File: src/rtl/servo_pwm_multi.sv
// Multi-channel hobby-servo PWM generator: shared prescaler and frame counter,
// per-channel enable, and angle targets slewed toward at most STEP per frame.
module servo_pwm_multi #(
  parameter int N_CH         = 4,
  parameter int ANGLE_W      = 8,
  parameter int TICK_DIV     = 256,
  parameter int PERIOD_TICKS = 4096,
  parameter int MIN_TICKS    = 165,
  parameter int STEP         = 4,
  localparam int CH_W        = (N_CH > 1) ? $clog2(N_CH) : 1
) (
  input  logic               clock,
  input  logic               reset,
  input  logic               wr_valid,
  output logic               wr_ready,
  input  logic [CH_W-1:0]    wr_ch,
  input  logic [ANGLE_W-1:0] wr_angle,
  input  logic               wr_enable,
  output logic [N_CH-1:0]    servo_pwm,
  output logic               frame_start,
  output logic [N_CH-1:0]    settling
);

  localparam int PS_W  = (TICK_DIV > 1) ? $clog2(TICK_DIV) : 1;
  localparam int FC_W  = $clog2(PERIOD_TICKS);
  localparam int SUM_W = FC_W + 1;
  localparam logic [ANGLE_W-1:0] CENTRE = ANGLE_W'(1 << (ANGLE_W - 1));

  // The longest pulse must end before the frame does.
  if (N_CH < 1 || TICK_DIV < 1 ||
      MIN_TICKS + (1 << ANGLE_W) - 1 >= PERIOD_TICKS) begin : g_illegal_params
    $error("servo_pwm_multi: illegal parameter combination");
  end

  logic [PS_W-1:0]    prescaler;
  logic [FC_W-1:0]    frame_cnt;
  logic [ANGLE_W-1:0] target [N_CH];
  logic [ANGLE_W-1:0] pos    [N_CH];
  logic [N_CH-1:0]    en_req;
  logic [N_CH-1:0]    en_act;
  logic               tick;
  logic               boundary;
  logic               wr_fire;

  assign tick     = (prescaler == PS_W'(TICK_DIV - 1));
  assign boundary = tick && (frame_cnt == FC_W'(PERIOD_TICKS - 1));
  // Refusing writes on the boundary keeps target stable while pos is updated.
  assign wr_ready = !reset && !boundary;
  assign wr_fire  = wr_valid && wr_ready && (32'(wr_ch) < N_CH);

  // One frame's worth of movement toward the target, never overshooting.
  function automatic logic [ANGLE_W-1:0] slew(input logic [ANGLE_W-1:0] cur,
                                              input logic [ANGLE_W-1:0] tgt);
    if (STEP == 0)
      slew = tgt;
    else if (tgt > cur)
      slew = (32'(tgt - cur) > STEP) ? cur + ANGLE_W'(STEP) : tgt;
    else if (tgt < cur)
      slew = (32'(cur - tgt) > STEP) ? cur - ANGLE_W'(STEP) : tgt;
    else
      slew = cur;
  endfunction

  // NOTE: state is updated with non-blocking assignments so every register
  // samples pre-edge values, regardless of statement order in this block.
  always_ff @(posedge clock) begin
    if (reset) begin
      prescaler   <= '0;
      frame_cnt   <= '0;
      en_req      <= '0;
      en_act      <= '0;
      servo_pwm   <= '0;
      frame_start <= 1'b0;
      // NOTE: target/pos are small per-channel register files, not RAM, so
      // resetting them to centre is cheap and gives a known first frame.
      for (int i = 0; i < N_CH; i++) begin
        target[i] <= CENTRE;
        pos[i]    <= CENTRE;
      end
    end else begin
      prescaler <= tick ? '0 : prescaler + 1'b1;
      if (tick)
        frame_cnt <= (frame_cnt == FC_W'(PERIOD_TICKS - 1)) ? '0 : frame_cnt + 1'b1;
      frame_start <= (frame_cnt == '0) && (prescaler == '0);

      for (int i = 0; i < N_CH; i++)
        servo_pwm[i] <= en_act[i] &&
                        ({1'b0, frame_cnt} < (SUM_W'(MIN_TICKS) + SUM_W'(pos[i])));

      if (boundary) begin
        for (int i = 0; i < N_CH; i++)
          pos[i] <= slew(pos[i], target[i]);
        en_act <= en_req;
      end

      if (wr_fire) begin
        target[wr_ch] <= wr_angle;
        en_req[wr_ch] <= wr_enable;
      end
    end
  end

  // NOTE: the default assignment first guarantees no latch is inferred.
  always_comb begin
    settling = '0;
    for (int i = 0; i < N_CH; i++)
      settling[i] = (pos[i] != target[i]);
  end

endmodule

File: config.mk
export PLATFORM = sky130hd
export DESIGN_NAME = servo_pwm_multi
export DESIGN_NICKNAME = d
export VERILOG_FILES = /design/src/rtl/servo_pwm_multi.sv
export SDC_FILE = /design/constraint.sdc
export NUM_CORES = 1
export LEC_CHECK = 0
export ABC_AREA = 1
export BUFFER_PORTS_ARGS = -buffer_cell sky130_fd_sc_hd__buf_2
export CAP_MARGIN = 10
export CELL_PAD_IN_SITES_DETAIL_PLACEMENT = 0
export CELL_PAD_IN_SITES_GLOBAL_PLACEMENT = 1
export CORE_MARGIN = 4
export CORE_UTILIZATION = 42
export DETAILED_ROUTE_END_ITERATION = 12
export PLACE_DENSITY_LB_ADDON = 0.08
export SLEW_MARGIN = 5
export SYNTH_ARGS = -nofsm -noshare
export SYNTH_HDL_FRONTEND = slang
export SYNTH_SLANG_ARGS = --single-unit
File: constraint.sdc
create_clock -name clock -period 2.5 [get_ports clock]
set_input_delay 0.5 -clock clock [delete_from_list [all_inputs] [get_ports clock]]
set_output_delay 0.5 -clock clock [all_outputs]
set_load 0.02 [all_outputs]
# Word-level counts from Yosys, hierarchy flattened
# Memories as Yosys holds them, arrays and structs flattened.
# Index checks and enable logic that the tools add are counted.
dict set report word_totals {
  regBits 33
  input_bits 14
  memories 2
  ramBits 64
  wordCells 120
}
# name depth width rd rd_clocked_by_memory_dff write_ports line
set mem_list {}
lappend mem_list {pos 4 8 4 0 4 38} ;# logic [ANGLE_W-1:0] pos [N_CH];
lappend mem_list {target 4 8 4 0 4 37} ;# logic [ANGLE_W-1:0] target [N_CH];
dict set report op_classes {
  magnitude_cmp 22
  n_addsub 22
  n_eq_ne 6
  n_bitwise 4
  n_reduce_logical 15
  n_mux 43
}
# operator n
set ops {}
lappend ops {{greater-than comparator 32 x 3 -> 1 bit, second input constant} 8}
lappend ops {{2-to-1 mux 8 bit} 29}
lappend ops {{subtractor 8 x 8 -> 9 bit} 8}
lappend ops {{less-than comparator 12 x 9 -> 1 bit} 4}
lappend ops {{adder 8 x 8 -> 9 bit, first input constant} 4}
lappend ops {{adder 8 x 3 -> 8 bit, second input constant} 4}
lappend ops {{greater-than comparator 8 bit} 4}
lappend ops {{less-than comparator 8 bit} 4}
lappend ops {{inequality test 8 bit} 4}
lappend ops {{subtractor 8 x 3 -> 8 bit, second input constant} 4}
lappend ops {{adder 12 x 1 -> 12 bit, second input constant} 1}
lappend ops {{equality test 12 bit, second input constant} 1}
lappend ops {{zero test 12 bit} 1}
lappend ops {{2-to-1 mux 12 bit} 1}
lappend ops {{2-to-1 mux 1 bit} 10}
lappend ops {{logical AND 1 bit} 9}
lappend ops {{adder 8 x 1 -> 8 bit, second input constant} 1}
lappend ops {{equality test 8 bit, second input constant} 1}
lappend ops {{zero test 8 bit} 1}
lappend ops {{OR reduction 8 bit} 1}
lappend ops {{bitwise mux 4 bit} 1}
lappend ops {{OR 1 bit} 4}
lappend ops {{less-than comparator 2 x 3 -> 1 bit, second input constant} 1}
lappend ops {{demux 1 bit (select 2 bit)} 1}
lappend ops {{4 further kinds} 5}

# Depth between registers and ports, before layout
# Gate-level depths: netlist (run 1).
dict set report depth {
  depth_word 10
  mapped_depth 18
}

# Worst setup path after synthesis (run 1)
# OpenSTA, ideal clock, no wires.
dict set report synth_path {
  path_kind {flip-flop to flip-flop}
  from {mem pos[0][2]}
  to {mem pos[0][0] (enable)}
  required_time_ns 2.184
  t_arrival_ns 2.228
  path_stages_with_launch 11
  setup_time_ns 0.316
  setup_slack_ns -0.043
  path_buffers 1
  path_cell_list {edfxtp_1 > ha_1 > buf_2 > nand2_1 > nor2_1 > nand4_1 > nand2_1 > clkinv_1 > nand2_1 > o21ai_1 > a21oi_1}
}
# element line
set synth_lines {}
lappend synth_lines {{from (decl)} 38}

==> flow_summary.yaml, run 1 <==
clocking:
  insertion_delay_ps: 360
  cts_buffers: 9
  cts_max_path_buffers: 2
  htree_levels: 3
  cts.sinks: 97
  cts_tree: "built"
  clkSlewWorstSetupHoldPaths_ps: 80
  cts_root_buf: "clkbuf_16"
synthesis:
  synthTopCellsByCount: "435 x nand2_1, 226 x inv_1, 173 x nand3_1"
  synth_top_family_by_area: "simple AND/OR/NAND/NOR gates"
  synth_nets: 1614
  syn_inst: 1479
  synth_top_area_share_pct: 19.5
  synth_largest_area_cell: "edfxtp_1"
  synth-edff-count: 64
  synth_area_leaders: "edfxtp_1 20%, nand2_1 17%, ha_1 15%"
  synth-seq-area-share_pct: 26.2
  synthFlopType: "edfxtp_1"
  muxShareOfSynthArea_pct: 0
  synth-xor-area-share_pct: 4.80
  synth_fa_ha_area_share_pct: 15.7
  synth-seq-cells: 97
  synth_area_sq_um: 9850
  synth_most_common_cell: "nand2_1"
  synth_compound_area_share_pct: 6.94
  async_flop_share_pct: 0
  synth.distinct_cells: 42
  yosys.area_share.simple_pct: 36.5
  synth.avg_cell_area_sq_um: 6.66
  ys_warn_count: 0
die:
  die_x_um: 161
  pin_count: 24
  core_area_sq_um: 22800
  die_y_um: 161
  core.rowCount: 55
  start_util_pct: 43.1
  dieArea_sq_um: 26000
job:
  max_cap_violations: 0
power_and_ir_drop:
  power.share.clock_pct: 30.4
  power_frac_seq_pct: 40.2
  cellPowerDensity_nw_per_um2: 370
  p_leak_uw: 0.00617
  swShare_pct: 33.8
  switchingPower_uw: 1520
  p_comb_share_pct: 29.4
  internal_power_uw: 2970
  ir_drop_mv: 0.322
global_route:
  grt_pass1_vias: 9221
  grt_max_degree: 18
  use_met1_pct: 30.8
  grtUsageMet2_pct: 37.8
  grt_pass1_wl_um: 47400
  busiest_layer: "met2"
  gr-usage-met3_pct: 2.65
  globalRouteOverflowTotal: 0
  antenna_found_initial: 0
  track_usage_pct: 22.5
sta:
  finClkSkew_ps: 11.6
  setup_violations: 0
  drv_slew: 0
  slew-limit-headroom_pct: 63.7
  max_clock_freq_ghz: 0.411
  whs_ps: 424
  period_minus_slack_ps: 2440
  post-route-period-util_pct: 97.4
  hold_viol: 0
  worst_pin_slew_ps: 543
  setup_slack_ps: 64.8
  rsz0062_at_grt: "yes"
place:
  routabilityCongestion: 0.934
  place_inst: 1924
  hpwl_um: 24000
  io_buffers: 23
  preCtsSetupSlack_ps: -6.19
  postPlaceCellArea_sq_um: 11200
critical_path:
  cp.arrival_ps: 1940
  critPathCaptureType: "primary output"
  rrSetupSlack_ps: 110
  critPathKind: "reg -> out"
  reg2reg_to: "pos[0][8]"
  crit_path_start_kind: "flop"
  worst-path-buf-inv: 3
  critPathTopFamily: "flip-flops"
  slowest_stage: "edfxtp_1"
  crit-reg2reg-launch: "pos[0][12]"
  rr_worst_depth: 14
  worstPathRequired_ps: 2000
  worst-path-max-fanout: 5
  worstPathCellList: "inv_2, ha_4, buf_4, nand2_1, nor2_1, nand3_2, buf_2"
  slowest_delay_ps: 440
hold_path:
  min_path_cells: 2
  hold_path.class: "in -> reg"
  hold_path_end: "frame_cnt[11]"
  holdCritStartpoint: "reset"
drt:
  drtPass1Iterations: 5
  drt-initial-drc-count: 617
  postRouteAntennaNets: 0
  vias: 9842
  wl_per_cell_um: 15.2
  drc: 0
  routed_wl_um: 29800
  via_per_inst: 5.02
layout:
  nFillCells: 2347
  nNetsFinal: 1778
  final_util_pct: 53.1
  finalNonFillerCells: 1961
  diodes: 0
  layout-drive-gt1-share_pct: 19.8
  design_area_sq_um: 12100
  syn_to_final_growth_pct: 23.3
outcome:
  status: "finished clean"
final cells by class:
cell class	count	area (sq um)	share of cell area (%)
Timing Repair Buffer	170	1230	10.1
Clock inverter	6	41.3	0.340
Tap cell	313	392	3.23
Inverter	236	895	7.37
Multi-Input combinational cell	1129	6760	55.7
Clock buffer	10	233	1.92
Sequential cell	97	2590	21.3
layer usage:
metal / share of wire [%] / vias up
met5: 0 / -
met4: 2.3 / 0
met3: 3.7 / 41
met2: 47 / 173
met1: 47 / 4541
li1: - / 5087
power by group through the flow:
stage / Combinational [uW] / Clock [uW] / Sequential [uW]
final: 1320 / 1370 / 1800
after global routing: 1490 / 1460 / 1810
after CTS: 1200 / 1390 / 1800
after detailed placement: 1180 / 0 / 1830
after global placement: 1180 / 0 / 1830
after floorplan: 773 / 0 / 1830
kinds of logic after synthesis:
logic type                 after synthesis
and+or+nand+nor                        825
buffers and inverters                  253
AOI/OAI and AO/OA                      129
adders and majority gates              121
DFF                                     97
xor gates and xnor gates                54
flip-flops by register name, indices dropped and copies added, names as in the netlist:
name,cells
target,32
en_req,4
frame_cnt,12
servo_pwm,4
en_act,4
pos,32
frame_start,1
prescaler,8
metrics by stage:
| stage | TNS [ps] | total power (uW) |
|---|---|---|
| after floorplan | 0 | 2600 |
| after global placement | -12.2 | 3010 |
| after detailed placement | -12.4 | 3010 |
| after CTS | -41.0 | 4380 |
| after global routing | -303 | 4750 |
| final | 0 | 4490 |
worst max path at each step:
stage	start	endpoint	slack [ps]	cells after the start
after global routing	pos[0][11]	pos[0][14]	-60	16
after floorplan	pos[0][0]	pos[0][0]	40	13
after detailed placement	target[0][0]	pos[0][1]	-6	14
after CTS	prescaler[0]	wr_ready	-40	9
after global placement	target[1][4]	pos[0][8]	-6	14
final	target[1][6]	settling[1]	60	7
worst register-to-register path: cells and delay by family, from the launching register on:
kind | cells | cell delay (ps)
flip-flops | 1 | 450
AND/OR/NAND/NOR | 7 | 630
adder cells (fa/ha/maj) | 1 | 200
AO/OA/AOI/OAI | 3 | 390
buffers and inverters | 3 | 440
layout by cell type, fill, tap and decap left out, types with 11 or more instances in the layout:
cell	synthesis	final
a21oi_1	71	60
a21oi_2	0	11
buf_2	11	22
buf_4	0	145
dfxtp_1	33	31
edfxtp_1	64	64
ha_1	117	95
ha_4	0	17
inv_1	226	211
inv_2	5	19
nand2_1	435	416
nand2_2	7	25
nand3_1	173	166
nand4_1	23	23
nor2_1	127	117
nor2_2	15	17
nor2_4	5	13
nor3_1	17	16
o21ai_0	31	24
o21ai_1	12	17
xor2_1	45	44
what timing repair did:
action                                  in CTS  in global routing
pin swaps                                    1                 16
hold buffers                                 0                  0
hold endpoints to repair                     0                  0
gates resized for setup                      8                124
endpoints found under the setup margin       9                 56
gates cloned                                 0                  0
buffers inserted                             2                 19
No activity file was read; power rests on OpenSTA's default activity.
==> run 2, diff against run 1 <==
GPL_TIMING_DRIVEN = 0   (was default)
MAX_ROUTING_LAYER = met4   (was default)
==> run 2 against run 1 <==
Against the previous run:
- the run now ends with setup timing left
- sequential power is essentially flat
- highest routed layer unchanged
- clock-buffer cell count rose by 1
- worst setup slack lost 68 ps
- first-iteration DRC count increased by 5.8%
- sequential share of layout area is 0.14 points lower
- clock skew grew 5.0 ps
- utilization rose by 0.76 points
- maximum frequency fell by 2.7%
- register-to-register slack got worse by 50 ps
- routed wire length grew 2.2%
- design area is 1.4% higher
==> flow_summary.yaml, run 2 (synthesis results as in run 1) <==
sta:
  drv_slew: 0
  worst_pin_slew_ps: 837
  max_clock_freq_ghz: 0.400
  setup_violations: 1
  setup_slack_ps: -3.06
  finClkSkew_ps: 16.5
  rsz0062_at_grt: "yes"
  post-route-period-util_pct: 100
  whs_ps: 406
  slew-limit-headroom_pct: 44.2
  hold_viol: 0
  period_minus_slack_ps: 2500
global_route:
  track_usage_pct: 23.1
  grt_pass1_wl_um: 47000
  globalRouteOverflowTotal: 0
  grt_max_degree: 18
  grt_pass1_vias: 8953
  antenna_found_initial: 0
layout:
  nNetsFinal: 1745
  layout-drive-gt1-share_pct: 21.9
  design_area_sq_um: 12300
  diodes: 0
  syn_to_final_growth_pct: 25.1
  finalNonFillerCells: 1928
  layout_commonest_cell: "nand2_1"
  layout_common_cells: "392 x nand2_1, 207 x inv_1, 157 x nand3_1"
  biggestRegsByFlops: "pos (32), target (32), frame_cnt (12)"
critical_path:
  crit-reg2reg-launch: "frame_cnt[0]"
  worstPathCellList: "ha_1, nand3_1, nor2_2, nand3_2, nor2_4, nand2_4, nand2_8, clkinvlp_4, buf_6"
  reg2reg_to: "pos[0][15]"
  rr_worst_depth: 13
  cp.arrival_ps: 2000
  worst-path-max-fanout: 6
  critPathTopFamily: "simple AND/OR/NAND/NOR gates"
  crit_path_start_kind: "flop"
  worstPathRequired_ps: 2000
  rrSetupSlack_ps: 60
  slowest_delay_ps: 350
  slowest_stage: "dfxtp_4"
  critPathCaptureType: "primary output"
  worst-path-buf-inv: 2
  critPathKind: "reg -> out"
hold_path:
  hold_path.class: "in -> reg"
  min_path_cells: 2
  holdCritStartpoint: "reset"
  hold_path_end: "frame_cnt[1]"
outcome:
  status: "finished with violations"
  violations: "setup timing"
drt:
  drtPass1Iterations: 5
  drc: 0
  postRouteAntennaNets: 0
  vias: 9798
  wl_per_cell_um: 15.8
  routed_wl_um: 30400
  via_per_inst: 5.08
  drt-initial-drc-count: 653
job:
  max_cap_violations: 0
clocking:
  cts_root_buf: "clkbuf_16"
  holdBufCountCts: 0
  cts_buffers: 9
  clkSlewWorstSetupHoldPaths_ps: 70
  cts_tree: "built"
  insertion_delay_ps: 360
  cts.sinks: 97
  cts_max_path_buffers: 2
  htree_levels: 3
place:
  routabilityCongestion: 0.908
  io_buffers: 23
  postPlaceCellArea_sq_um: 10400
  hpwl_um: 22500
  place_inst: 1815
die:
  core.rowCount: 55
  pin_count: 24
  start_util_pct: 43.1
  die_y_um: 161
  dieArea_sq_um: 26000
  core_area_sq_um: 22800
  die_x_um: 161
power_and_ir_drop:
  p_leak_uw: 0.00614
  ir_drop_mv: 0.339
  cellPowerDensity_nw_per_um2: 380
run 2: cell count changes in the layout (fill, tap and decap cells not counted), moves of 5 or more:
cell,before,now
nor2_1,117,108
nor2_4,13,25
nand3_1,166,157
nand2_2,25,35
buf_6,3,10
nand3_2,9,15
dfxtp_4,1,6
buf_4,145,94
nand2_1,416,392
dfxtp_1,31,25
nand2_4,1,15
run 2: layer usage:
layer / part of all wire (%) / wire, um / up-vias / track usage, %
li1: - / - / 5022 / -
met1: 47 / 14200 / 4506 / 30.5
met2: 47 / 14300 / 226 / 38.3
met3: 4.0 / 1230 / 44 / 2.09
met4: 2.1 / 637 / 0 / 6.09
met5: 0 / 0 / - / -
run 2: stage by stage:
step,TNS (ps),util [%],worst slack [ps],total power [uW]
2_1_floorplan,0,-,40.7,2600
3_3_place_gp,-32390,45.3,-708,2870
3_5_place_dp,-32480,45.3,-705,2870
4_1_cts,-1620,49.3,-155,4460
5_1_grt,-456,53.9,-82.1,4920
6_report,-3.06,53.9,-3.06,4680
run 2: how the worst max path moves through the flow:
stage                      start         end  slack (ps)  cells past startpoint
floorplan              pos[0][0]   pos[0][0]          40                     13
global placement    frame_cnt[0]  pos[0][30]        -710                      9
detailed placement  frame_cnt[1]  pos[0][30]        -700                      9
CTS                 prescaler[1]    wr_ready        -150                      9
global route        prescaler[0]    wr_ready         -80                      9
finish              frame_cnt[0]    wr_ready          -3                      9
run 2: power by group:
group	internal (uW)	leakage, uW	switching (uW)
logic	523	0.00506	862
registers	1750	0.000921	54.2
clock network	782	0.000156	712
total	3060	0.00614	1630
run 2: repair_timing:
item                       in CTS  in global routing
gates resized for setup        86                171
setup endpoints to repair     129                 72
setup buffers                  42                 57
pin swaps                      17                 47
run 2: cell type report:
| cell class | count | area (sq um) |
|---|---|---|
| well taps | 313 | 392 |
| fillers | 2348 | 10500 |
| flip-flops and latches | 97 | 2610 |
| multi-input cells | 1129 | 7100 |
| repair buffers | 122 | 896 |
| clock inverters | 5 | 41.3 |
| clock buffers | 11 | 264 |
| inverters | 236 | 908 |
| plain buffers | 15 | 108 |
==> run 3, diff against run 2 <==
BUFFER_PORTS_ARGS = default   (was -buffer_cell sky130_fd_sc_hd__buf_2)
CORE_UTILIZATION = 43   (was 42)
DONT_BUFFER_PORTS = 1   (was default)
==> run 3 against run 2 <==
Against the previous run:
- the flow now finishes without violations
- flip-flop and latch count unchanged
- power down 1.1%
- global-route usage up 0.17 points
- worst hold slack worse by 160 ps
- routed wire length down 1.5%
- utilization up 0.86 points
- worst setup slack better by 44 ps
- register-to-register slack worse by 20 ps
- sequential share of layout area about the same
- maximum frequency up 1.8%
- largest cell class unchanged
- largest power group unchanged
==> flow_summary.yaml, run 3 (synthesis results as in run 1) <==
sta:
  max_clock_freq_ghz: 0.407
  period_minus_slack_ps: 2460
  finClkSkew_ps: 7.02
  whs_ps: 242
  setup_violations: 0
  post-route-period-util_pct: 98.4
  slew-limit-headroom_pct: 42.0
  hold_viol: 0
  drv_slew: 0
  rsz0062_at_grt: "yes"
  worst_pin_slew_ps: 870
power_and_ir_drop:
  ir_drop_mv: 0.319
  cellPowerDensity_nw_per_um2: 375
  total_power_uw: 4640
  p_leak_uw: 0.00610
place:
  routabilityCongestion: 0.921
  hpwl_um: 22400
  io_buffers: 0
critical_path:
  critPathKind: "reg -> reg"
  crit_path_frequent_cell: "nand2_2"
  crit_path_start_kind: "flop"
  worstPathCellList: "ha_4, fa_2, or2_4, nand3_4, nand2_2, nor2_2, nand2_1, nor2_2, nand2_2, nand3_2, nand2_2, nor2_4"
  slowest_delay_ps: 450
  rr_worst_depth: 12
  worst-path-max-fanout: 4
  worstPathRequired_ps: 2570
  critPathCaptureType: "flop"
  slowest_stage: "edfxtp_1"
  cp.arrival_ps: 2530
layout:
  nNetsFinal: 1741
  syn_to_final_growth_pct: 25.6
  biggestRegsByFlops: "pos (32), target (32), frame_cnt (12)"
  layout-drive-gt1-share_pct: 21.8
  layout_common_cells: "391 x nand2_1, 204 x inv_1, 157 x nand3_1"
  diodes: 0
  layout_commonest_cell: "nand2_1"
clocking:
  htree_levels: 3
  clkSlewWorstSetupHoldPaths_ps: 70
  cts_max_path_buffers: 2
  cts_tree: "built"
  cts.sinks: 97
  cts_root_buf: "clkbuf_16"
  cts_buffers: 9
  insertion_delay_ps: 350
global_route:
  busiest_layer: "met2"
  globalRouteOverflowTotal: 0
  grt_pass1_wl_um: 46500
  antenna_found_initial: 0
  gr-usage-met3_pct: 3.11
  track_usage_pct: 23.3
  use_met1_pct: 29.9
  grt_pass1_vias: 8918
  grt_max_degree: 17
  grtUsageMet2_pct: 38.0
die:
  core.rowCount: 55
  die_x_um: 159
  start_util_pct: 43.6
  dieArea_sq_um: 25400
  die_y_um: 159
  core_area_sq_um: 22600
  pin_count: 24
job:
  max_cap_violations: 0
outcome:
  status: "finished clean"
hold_path:
  hold_path.class: "in -> reg"
  min_path_cells: 1
drt:
  drc: 0
  wl_per_cell_um: 15.8
  drtPass1Iterations: 5
  postRouteAntennaNets: 0
  drt-initial-drc-count: 545
  routed_wl_um: 30000
  vias: 9761
  via_per_inst: 5.15
-- run 3: cell count changes in the layout (fill, tap and decap cells not counted), sizes merged --
cell / previous run / this run
buf: 131 / 128
clkinv: 2 / 3
inv: 235 / 230
clkinvlp: 4 / 7
-- run 3: where the power goes --
group          internal [uW]  switching [uW]  leakage (uW)
clock network            798             655      0.000155
logic                    535             842       0.00502
registers               1750            56.4      0.000922
-- run 3: final timing paths --
kind                   start           end  slack [ps]
setup / recovery  pos[0][24]    pos[0][24]          40
hold / removal         reset  frame_cnt[1]         240
hold reg to reg    en_req[0]     en_req[0]         460
setup reg to reg  pos[0][24]    pos[0][24]          40
-- run 3: cell type report --
| class | instances | area [sq um] |
|---|---|---|
| buffer | 16 | 125 |
| clock buffer | 12 | 278 |
| clock inverter | 4 | 28.8 |
| fill | 2229 | 10200 |
| inverter | 236 | 920 |
| multi-input combinational | 1129 | 7110 |
| sequential | 97 | 2610 |
| tap | 285 | 357 |
| timing repair buffer | 117 | 933 |
-- run 3: what timing repair did --
| item | in CTS | in global routing |
|---|---|---|
| endpoints found under the setup margin | 137 | 94 |
| buffers inserted | 46 | 71 |
| hold buffers | 0 | 0 |
| resized for setup | 83 | 182 |
| pin swaps | 18 | 64 |
-- run 3: metrics by stage --
step	utilization [%]	setup slack [ps]	setup TNS (ps)	area, sq um	std cells
5_1_grt	54.8	-81.7	-785	12400	1896
3_3_place_gp	45.2	-816	-38820	10200	1764
3_5_place_dp	45.2	-798	-37830	10200	1764
4_1_cts	49.4	-36.0	-298	11100	1826
6_report	54.8	41.0	0	12400	1896
2_1_floorplan	-	40.7	0	9850	1479
-- run 3: layer usage --
metal,vias to the layer above,wire length (um)
li1,5017,-
met1,4518,13600
met2,178,14400
met3,48,1200
met4,0,839
met5,-,0
-- run 3: worst max-delay path, delay by kind of cell (launching register included) --
kind / cells / cell delay, ps
AND/OR/NAND/NOR: 10 / 1110
adder cells (fa/ha/maj): 2 / 610
flip-flops: 1 / 450
